$ cat src/rtl/cpu_pkg.sv
// Shared RV32 core definitions: datapath width, reset/bubble defaults,
// control-transfer opcodes and the IF/ID pipeline register layout.
package cpu_pkg;

  localparam int XLEN = 32;

  localparam logic [XLEN-1:0] DEFAULT_RESET_PC = 32'h0000_0000;
  // addi x0,x0,0: harmless encoding that decode treats as "do nothing".
  localparam logic [31:0]     DEFAULT_NOP_INST = 32'h0000_0013;

  localparam logic [6:0] OP_BRANCH = 7'b1100011;
  localparam logic [6:0] OP_JAL    = 7'b1101111;
  localparam logic [6:0] OP_JALR   = 7'b1100111;

  // Source of the next fetch address.
  typedef enum logic [1:0] {
    PC_SEL_SEQ,
    PC_SEL_HOLD,
    PC_SEL_REDIRECT
  } pc_sel_e;

  // Contents of the IF/ID slot handed to decode.
  typedef struct packed {
    logic            valid;
    logic [XLEN-1:0] pc;
    logic [31:0]     inst;
  } if_id_t;

  // Instructions are word aligned; the low two target bits carry no meaning.
  function automatic logic [XLEN-1:0] align_word(input logic [XLEN-1:0] addr);
    return {addr[XLEN-1:2], 2'b00};
  endfunction

  // True for opcodes that can redirect the fetch stream.
  function automatic logic is_ctrl_transfer(input logic [6:0] opcode);
    return (opcode == OP_BRANCH) || (opcode == OP_JAL) || (opcode == OP_JALR);
  endfunction

endpackage

$ cat src/rtl/if_pc_gen.sv
// Fetch PC generator: holds the address the instruction memory sampled on
// the last edge (pc_q), whether the word returning now is wanted (f_valid),
// and the priority mux that picks the next fetch address.
module if_pc_gen
  import cpu_pkg::*;
#(
  parameter logic [XLEN-1:0] RESET_PC = DEFAULT_RESET_PC
) (
  input  logic            clk,
  input  logic            rst_n,
  input  logic            stall_i,
  input  logic            redirect_i,
  input  logic [XLEN-1:0] redirect_pc_i,
  output logic [XLEN-1:0] pc_o,
  output logic [XLEN-1:0] pc_next_o,
  output logic            f_valid_o
);

  pc_sel_e         pc_sel;
  logic [XLEN-1:0] pc_d, pc_q;
  logic            f_valid_d, f_valid_q;

  // Select the next-PC source: redirect beats stall; an idle fetch re-reads.
  always_comb begin
    // NOTE: every always_comb output gets a default first so no path can infer a latch.
    pc_sel = PC_SEL_SEQ;
    if (redirect_i)                 pc_sel = PC_SEL_REDIRECT;
    else if (stall_i || !f_valid_q) pc_sel = PC_SEL_HOLD;
  end

  // Form the next fetch address; sequential fetch wraps modulo 2^32.
  always_comb begin
    pc_d = pc_q;
    unique case (pc_sel)
      PC_SEL_REDIRECT: pc_d = align_word(redirect_pc_i);
      PC_SEL_HOLD:     pc_d = pc_q;
      PC_SEL_SEQ:      pc_d = pc_q + XLEN'(4);
      default:         pc_d = pc_q;
    endcase
  end

  // Once out of reset every sampled address is wanted, including a redirect
  // target, which the memory samples on the same edge as the redirect.
  assign f_valid_d = 1'b1;

  // PC and fetch-valid registers.
  always_ff @(posedge clk or negedge rst_n) begin
    if (!rst_n) begin
      pc_q      <= RESET_PC;
      f_valid_q <= 1'b0;
    end else begin
      // NOTE: sequential state uses non-blocking assignment so all flops update together.
      pc_q      <= pc_d;
      f_valid_q <= f_valid_d;
    end
  end

  assign pc_o      = pc_q;
  assign pc_next_o = pc_d;
  assign f_valid_o = f_valid_q;

endmodule

$ cat src/rtl/if_id_stage.sv
// Instruction fetch plus IF/ID pipeline register. Absorbs load-use stalls
// and EX redirects; squashed slots reach decode as NOP_INST with
// id_valid=0. Decode fields are plain slices of id_inst.
// Optional: define IF_PERF_CNT_EN to build the fetch/bubble counters;
// otherwise both counter ports are tied to zero.
module if_id_stage
  import cpu_pkg::*;
#(
  parameter logic [XLEN-1:0] RESET_PC = DEFAULT_RESET_PC,
  parameter logic [31:0]     NOP_INST = DEFAULT_NOP_INST
) (
  input  logic            clk,
  input  logic            rst_n,
  input  logic            stall,
  input  logic            redirect,
  input  logic [XLEN-1:0] redirect_pc,
  output logic [XLEN-1:0] im_addr,
  input  logic [31:0]     im_rdata,
  output logic            id_valid,
  output logic [XLEN-1:0] id_pc,
  output logic [31:0]     id_inst,
  output logic [6:0]      id_opcode,
  output logic [2:0]      id_func3,
  output logic [4:0]      id_rs1,
  output logic [4:0]      id_rs2,
  output logic [4:0]      id_rd,
  output logic [31:0]     perf_fetch_cnt,
  output logic [31:0]     perf_bubble_cnt
);

  logic [XLEN-1:0] pc_q;
  logic [XLEN-1:0] pc_next;
  logic            f_valid;
  logic            if_id_load;
  if_id_t          if_id_d, if_id_q;

  if_pc_gen #(
    .RESET_PC (RESET_PC)
  ) u_pc_gen (
    .clk           (clk),
    .rst_n         (rst_n),
    .stall_i       (stall),
    .redirect_i    (redirect),
    .redirect_pc_i (redirect_pc),
    .pc_o          (pc_q),
    .pc_next_o     (pc_next),
    .f_valid_o     (f_valid)
  );

  assign im_addr = pc_next;

  // The slot is written on redirect (squash) or when not stalled.
  assign if_id_load = redirect || !stall;

  // IF/ID next state: squash on redirect, hold on stall, else capture fetch.
  always_comb begin
    if_id_d = if_id_q;
    if (redirect) begin
      if_id_d = '{valid: 1'b0, pc: pc_q, inst: NOP_INST};
    end else if (!stall) begin
      if_id_d.valid = f_valid;
      if_id_d.pc    = pc_q;
      if_id_d.inst  = f_valid ? im_rdata : NOP_INST;
    end
  end

  // IF/ID register.
  always_ff @(posedge clk or negedge rst_n) begin
    if (!rst_n) begin
      if_id_q <= '{valid: 1'b0, pc: RESET_PC, inst: NOP_INST};
    end else begin
      if_id_q <= if_id_d;
    end
  end

  assign id_valid  = if_id_q.valid;
  assign id_pc     = if_id_q.pc;
  assign id_inst   = if_id_q.inst;
  assign id_opcode = if_id_q.inst[6:0];
  assign id_func3  = if_id_q.inst[14:12];
  assign id_rs1    = if_id_q.inst[19:15];
  assign id_rs2    = if_id_q.inst[24:20];
  assign id_rd     = if_id_q.inst[11:7];

`ifdef IF_PERF_CNT_EN
  logic [31:0] fetch_cnt_d, fetch_cnt_q;
  logic [31:0] bubble_cnt_d, bubble_cnt_q;

  // Count what each load of the slot delivers; stalled edges count neither.
  always_comb begin
    fetch_cnt_d  = fetch_cnt_q;
    bubble_cnt_d = bubble_cnt_q;
    if (if_id_load) begin
      if (if_id_d.valid) fetch_cnt_d  = fetch_cnt_q + 32'd1;
      else               bubble_cnt_d = bubble_cnt_q + 32'd1;
    end
  end

  // Performance counter registers, wrapping at 2^32.
  always_ff @(posedge clk or negedge rst_n) begin
    if (!rst_n) begin
      fetch_cnt_q  <= '0;
      bubble_cnt_q <= '0;
    end else begin
      fetch_cnt_q  <= fetch_cnt_d;
      bubble_cnt_q <= bubble_cnt_d;
    end
  end

  assign perf_fetch_cnt  = fetch_cnt_q;
  assign perf_bubble_cnt = bubble_cnt_q;
`else
  logic unused_load;
  assign unused_load     = if_id_load;
  assign perf_fetch_cnt  = 32'h0;
  assign perf_bubble_cnt = 32'h0;
`endif

endmodule

$ cat config.mk
export PLATFORM = sky130hd
export DESIGN_NAME = if_id_stage
export DESIGN_NICKNAME = d
export VERILOG_FILES = /design/src/rtl/cpu_pkg.sv /design/src/rtl/if_pc_gen.sv /design/src/rtl/if_id_stage.sv
export SDC_FILE = /design/constraint.sdc
export NUM_CORES = 1
export LEC_CHECK = 0
export CORE_ASPECT_RATIO = 0.7
export CORE_MARGIN = 4
export CORE_UTILIZATION = 41
export CTS_BUF_LIST = sky130_fd_sc_hd__clkbuf_4 sky130_fd_sc_hd__clkbuf_8
export DETAILED_ROUTE_END_ITERATION = 12
export GPL_ROUTABILITY_DRIVEN = 1
export PLACE_DENSITY = 0.85
export SLEW_MARGIN = 25
export SYNTH_ARGS = -nofsm -noshare
export SYNTH_HDL_FRONTEND = slang
export SYNTH_SLANG_ARGS = --single-unit
$ cat constraint.sdc
create_clock -name clk -period 2.5 [get_ports clk]
set_clock_uncertainty 0.1 [all_clocks]
set_input_delay 0.375 -clock clk [delete_from_list [all_inputs] [get_ports clk]]
set_output_delay 0.375 -clock clk [all_outputs]
set_load 0.01 [all_outputs]
==> flow_metrics.py, run 1 <==
metrics = {
    "run_status": {
        "status": "finished, violations left",
        "violations": "setup timing",
    },
    "pwr": {
        "p_leak_nw": 3.772,
        "powerDensity_mw_per_mm2": 494.5,
        "worst_ir_drop_vdd_mv": 0.3701,
    },
    "timing": {
        "finalHoldViolCount": 0,
        "fmax_ghz": 0.3403,
        "grt_setup_unrepaired": "true",
        "setup_slack_ns": -0.4384,
        "post-route-min-period_ns": 2.938,
        "finalCritPeriodShare": 1.175,
        "drv_slew": 0,
        "finalSetupViolations": 25,
    },
    "floorplanning": {
        "die_w_um": 138.0,
        "core_sq_mm": 0.01129,
        "start_util": 0.4294,
        "fp.dieH_um": 98.98,
        "row_count": 32,
        "io_pins": 254,
        "die_area_sq_mm": 0.01366,
    },
    "logic_synthesis": {
        "syn-cell-area_sq_mm": 0.004848,
        "synth_cell_types": 44,
        "async_flop_share": 1.000,
        "synth-warning-count": 0,
        "synth-seq-area-share": 0.5066,
        "ys_seq_elements": 98,
        "synth-edff-count": 0,
        "synth_flop_cell": "dfrtp_1",
        "postSynthCellCount": 504,
        "postSynthAreaPerCell_sq_um": 9.620,
    },
    "final_layout": {
        "areaGrowthSynthToFinish_pct": 66.76,
        "final_cell_area_sq_mm": 0.008085,
        "fin_util": 0.7161,
        "final_nets": 853,
        "instances_no_fill": 942,
        "layout.cells.most_common": "clkdlybuf4s50_1",
        "n_antenna_cell": 0,
        "final_cell_mix": "clkdlybuf4s50_1 (154), nand2_1 (120), buf_4 (107)",
        "layout-drive-gt1-share": 0.3054,
    },
    "global_route": {
        "busiest_layer": "met2",
        "use_met2": 0.4123,
        "grt_antenna_before_repair": 0,
        "grt_max_degree": 47,
        "met3_usage": 0.06071,
        "grt_pass1_wl_mm": 25.41,
        "grt_usage": 0.2404,
        "grt-ovfl-total": 0,
        "grt_pass1_vias": 4695,
        "use_met1": 0.2989,
    },
    "cts": {
        "clk_latency_ns": 0.38,
        "h-tree-depth": 3,
        "clk_pin_slew_worst_paths_ns": 0.11,
        "cts_tree": "yes",
        "cts.sinks": 98,
        "cts_root_buf": "clkbuf_8",
        "cts_buffer_depth": 2,
        "cts_buffers": 9,
    },
    "placed_design": {
        "gp_congestion": 0.8734,
        "port_buffers": 187,
        "dp.cells": 881,
        "dpl_cell_area_sq_mm": 0.007099,
        "hpwlAfterDp_mm": 11.97,
    },
    "worst_setup_path": {
        "path_buf_inv": 4,
        "end_kind": "output port",
        "crit_chain": "buf_6, and4b_1, buf_4, nand4_1, buf_6, or4_4, a31oi_4, buf_2",
        "crit_slowest_cell": "or4_4",
        "critPathArrivalTime_ns": 2.46,
        "cpMostUsedCell": "buf_6",
        "critPathTopFamily": "simple AND/OR/NAND/NOR gates",
        "required_ns": 2.03,
        "slowest_delay_ns": 0.53,
        "cp_max_fo": 9,
        "start_kind": "flip-flop",
        "r2r_setup_slack_ns": -0.35,
        "worstSetupPathType": "flip-flop to output port",
    },
    "route": {
        "wl_per_cell_um": 18.54,
        "drc": 0,
        "firstDrtPassIters": 5,
        "ant_nets": 0,
        "dr_total_vias": 4776,
        "vias_per_cell": 5.070,
        "routed_wl_mm": 17.47,
        "drt-initial-drc-count": 256,
    },
    "flow_run": {
        "drv_cap": 0,
    },
    "min_path": {
        "worstHoldPathType": "input port to asynchronous set/reset pin",
    },
}
## routing by layer
layer / vias up / part of all wire / wire [um]
met5: - / 0 / 0
li1: 2142 / - / -
met3: 34 / 0.093 / 1616
met1: 2323 / 0.38 / 6614
met2: 277 / 0.51 / 8899
met4: 0 / 0.019 / 333
## cell families (layout without fill, tap and decap cells)
family / Yosys count / after routing / synth area share
xor+xnor: 11 / 11 / 0.01987
fa+ha+maj: 1 / 1 / 0.002580
simple gates: 196 / 196 / 0.1889
mux: 1 / 1 / 0.002065
other cells: 2 / 65 / 0.001549
compound gates: 78 / 78 / 0.1185
buf+inv: 117 / 339 / 0.1600
flops: 98 / 98 / 0.5066
## synth_stat cells, drive strengths merged, types with 3 or more instances
master,n,area share
xor2,6,0.011
a22o,29,0.052
and3,3,0.0039
buf,91,0.14
dfstp,3,0.016
nor2,14,0.011
nand2,123,0.096
o31ai,10,0.015
xnor2,5,0.0090
dfrtp,95,0.49
o22a,3,0.0054
a31oi,13,0.017
o21ai,17,0.018
o211ai,3,0.0046
or4,15,0.024
nor2b,4,0.0052
clkbuf,23,0.018
or3,4,0.0054
nand3,12,0.012
nand4,10,0.014
## sequential cells by signal (all words and copies together) (netlist names)
register and cells:
id_inst 32, id_valid 1, id_pc 32, u_pc_gen.f_valid_o 1, u_pc_gen.pc_o 32
## final cells by class
type / count / area (sq um)
Timing Repair Buffer: 320 / 2935
Tap cell: 153 / 191.4
Clock buffer: 9 / 123.9
Sequential cell: 98 / 2456
Multi-Input combinational cell: 352 / 2285
Clock inverter: 7 / 82.58
Fill cell: 806 / 3206
Inverter: 3 / 11.26
## final timing paths
path | end | cells past startpoint | from
worst max-delay path | im_addr[29] | 8 | u_pc_gen.pc_o[3]$_DFF_PN0_
worst min-delay path | id_pc[6]$_DFFE_PN0P_ | 2 | rst_n
worst max register to register | u_pc_gen.pc_o[30]$_DFF_PN0_ | 14 | u_pc_gen.pc_o[16]$_DFF_PN0_
worst min register to register | id_pc[13]$_DFFE_PN0P_ | 2 | id_pc[13]$_DFFE_PN0P_
max in group asynchronous | id_inst[26]$_DFFE_PN0P_ | 3 | rst_n
min in group clk | id_pc[13]$_DFFE_PN0P_ | 2 | id_pc[13]$_DFFE_PN0P_
## power breakdown
part,switching [mW],internal [mW]
registers,0.0897,1.71
logic,0.534,0.575
clock network,0.610,0.482
## metrics by stage
stage | power (mW) | setup TNS [ns] | hold WS, ns | setup slack (ns)
detailed placement | 2.789 | -16.86 | 0.2474 | -0.7873
finish | 3.998 | -6.658 | 0.3722 | -0.4384
global route | 4.191 | -9.239 | 0.3958 | -0.5216
CTS | 3.941 | -5.882 | 0.3711 | -0.4403
floorplan | 2.233 | 0 | -0.02059 | 0.04542
global placement | 2.767 | -16.23 | 0.2497 | -0.7786
## timing repair
action / 4_1_cts / 5_1_grt
setup buffers: 38 / 13
resized for setup: 173 / 62
pin swaps: 29 / 23
hold buffers: 1 / 0
setup endpoints to repair: 32 / 30
endpoints found under the hold margin: 28 / 0
gates cloned: 0 / 0
Note: power is estimated with default switching activity, not from simulation.
==> run 2: changes to the inputs <==
Settings changed: CTS_CLUSTER_DIAMETER set to 60, SLEW_MARGIN 25 to unset.
==> results of run 2 <==
Final layout, timing and power as in run 1 (identical DEF).
==> run 3: changes to the inputs <==
Settings changed: CORE_UTILIZATION 41 to 66, DONT_BUFFER_PORTS set to 1, PLACE_DENSITY 0.85 to 0.84.
==> run 3 against run 2 <==
The flow finishes with violations (hold timing, setup timing). Sequential power grew 4%. Wire length shrank 14%. Final cell count shrank 32%. Worst hold slack lost 0.78 ns. Critical path depth shrank 2. Clock power shrank 7%. Clock-buffer cell count grew 1. Sequential cell count is the same. Non-clock buffer count shrank 247.
==> flow_metrics.py, run 3 (synthesized netlist as in run 1, its figures left out) <==
metrics = {
    "run_status": {
        "status": "finished, violations left",
        "violations": "hold timing, setup timing",
    },
    "final_layout": {
        "final_cell_mix": "nand2_1 (121), dfrtp_1 (91), conb_1 (65)",
        "layout-drive-gt1-share": 0.2749,
        "final_nets": 606,
        "layout.cells.most_common": "nand2_1",
        "n_antenna_cell": 0,
        "final_cell_area_sq_mm": 0.005602,
        "areaGrowthSynthToFinish_pct": 15.54,
    },
    "worst_setup_path": {
        "crit_chain": "nand4_1, buf_4, or4_4, or4_1, a31oi_1, buf_4",
        "slowest_delay_ns": 0.47,
        "critPathTopFamily": "simple AND/OR/NAND/NOR gates",
        "path_buf_inv": 2,
        "worstSetupPathType": "flip-flop to output port",
        "critPathArrivalTime_ns": 2.61,
        "cpMostUsedCell": "buf_4",
        "start_kind": "flip-flop",
        "cp_max_fo": 3,
        "required_ns": 2.03,
        "crit_slowest_cell": "or4_1",
        "end_kind": "output port",
    },
    "pwr": {
        "swShare": 0.3217,
        "worst_ir_drop_vdd_mv": 0.3873,
        "powerDensity_mw_per_mm2": 614.6,
        "seqPwrFrac": 0.544,
        "p_leak_nw": 2.656,
        "combPwrFrac": 0.161,
        "p_clk_frac": 0.294,
        "p_int_mw": 2.335,
        "switching_power_mw": 1.108,
    },
    "global_route": {
        "grt_pass1_vias": 3715,
        "grt-ovfl-total": 0,
        "grt_usage": 0.2904,
        "grt_antenna_before_repair": 0,
        "grt_pass1_wl_mm": 20.16,
        "grt_max_degree": 99,
    },
    "route": {
        "ant_nets": 0,
        "wl_per_cell_um": 23.58,
        "drt-initial-drc-count": 633,
        "dr_total_vias": 3946,
        "routed_wl_mm": 15.00,
        "firstDrtPassIters": 6,
        "vias_per_cell": 6.204,
        "drc": 0,
    },
    "cts": {
        "h-tree-depth": 3,
        "clk_latency_ns": 0.37,
        "cts_tree": "yes",
        "cts.sinks": 98,
        "cts_buffers": 9,
        "cts_root_buf": "clkbuf_8",
        "clk_pin_slew_worst_paths_ns": 0.10,
        "cts_buffer_depth": 2,
    },
    "timing": {
        "fmax_ghz": 0.3245,
        "finalCritPeriodShare": 1.233,
        "finalHoldViolCount": 98,
        "drv_slew": 0,
        "grt_setup_unrepaired": "true",
        "finalSetupViolations": 22,
        "fin_hold_ws_ns": -0.4104,
        "slew_headroom": 0.6182,
        "setup_tns_ns": -4.783,
        "post-route-min-period_ns": 3.081,
        "setup_slack_ns": -0.5814,
        "tightest_slew_ns": 0.5667,
    },
    "placed_design": {
        "port_buffers": 0,
        "hpwlAfterDp_mm": 8.803,
        "gp_congestion": 0.8854,
        "dpl_cell_area_sq_mm": 0.004746,
    },
    "floorplanning": {
        "row_count": 25,
        "core_sq_mm": 0.006944,
        "fp.dieH_um": 79.71,
        "die_w_um": 110.4,
        "die_area_sq_mm": 0.008803,
        "io_pins": 254,
        "start_util": 0.6982,
    },
    "flow_run": {
        "drv_cap": 0,
    },
    "min_path": {
        "worstHoldPathType": "input port to asynchronous set/reset pin",
    },
}
-- run 3: worst paths after layout --
kind                                               end  cells past startpoint                   startpoint  slack [ns]
max in group asynchronous       id_inst[1]$_DFFE_PN1P_                      0                        rst_n        2.52
hold reg to reg                   id_pc[1]$_DFFE_PN0P_                      2   u_pc_gen.pc_o[1]$_DFF_PN0_        0.39
min in group clk                id_inst[1]$_DFFE_PN1P_                      1                  im_rdata[1]        0.03
setup reg to reg           u_pc_gen.pc_o[30]$_DFF_PN0_                      6  u_pc_gen.pc_o[23]$_DFF_PN0_        0.10
hold / removal              u_pc_gen.pc_o[5]$_DFF_PN0_                      0                        rst_n       -0.41
setup / recovery                           im_addr[30]                      6  u_pc_gen.pc_o[23]$_DFF_PN0_       -0.58
-- run 3: per-layer routing --
layer / vias to the layer above / wire length, um / GRT usage
met5: - / 0 / 0
met4: 0 / 592 / 0.07995
met3: 71 / 1582 / 0.08182
met2: 333 / 7533 / 0.5103
met1: 1888 / 5287 / 0.3562
li1: 1654 / - / -
-- run 3: area by class of cell --
class / instances / area, sq um
clock inverters: 6 / 56.30
repair buffers: 73 / 615.6
well taps: 94 / 117.6
flip-flops and latches: 98 / 2461
multi-input cells: 352 / 2202
inverters: 3 / 11.26
fillers: 382 / 1343
clock buffers: 10 / 137.6
-- run 3: repair_timing --
action,CTS,global route
setup endpoints to repair,18,26
buffers inserted,19,15
endpoints found under the hold margin,98,98
gates resized for setup,43,52
pin swaps,29,19
-- run 3: metrics by stage --
stage / util / setup WS, ns / cells / power [mW]
after CTS: 0.7598 / -0.2388 / 622 / 3.348
after global placement: 0.6834 / 0.07090 / 587 / 2.279
final: 0.8067 / -0.5814 / 636 / 3.442
after global routing: 0.8067 / -0.5344 / 636 / 3.583
after floorplan: - / 0.04542 / 567 / 2.233
after detailed placement: 0.6834 / 0.02752 / 587 / 2.299
-- run 3: power by group through the flow --
| stage | registers (mW) | clock network, mW | logic (mW) |
|---|---|---|---|
| after global placement | 1.89 | 0 | 0.393 |
| after global routing | 1.89 | 1.10 | 0.594 |
| after detailed placement | 1.89 | 0 | 0.406 |
| final | 1.87 | 1.01 | 0.556 |
| after CTS | 1.86 | 1.01 | 0.471 |
| after floorplan | 1.86 | 0 | 0.372 |
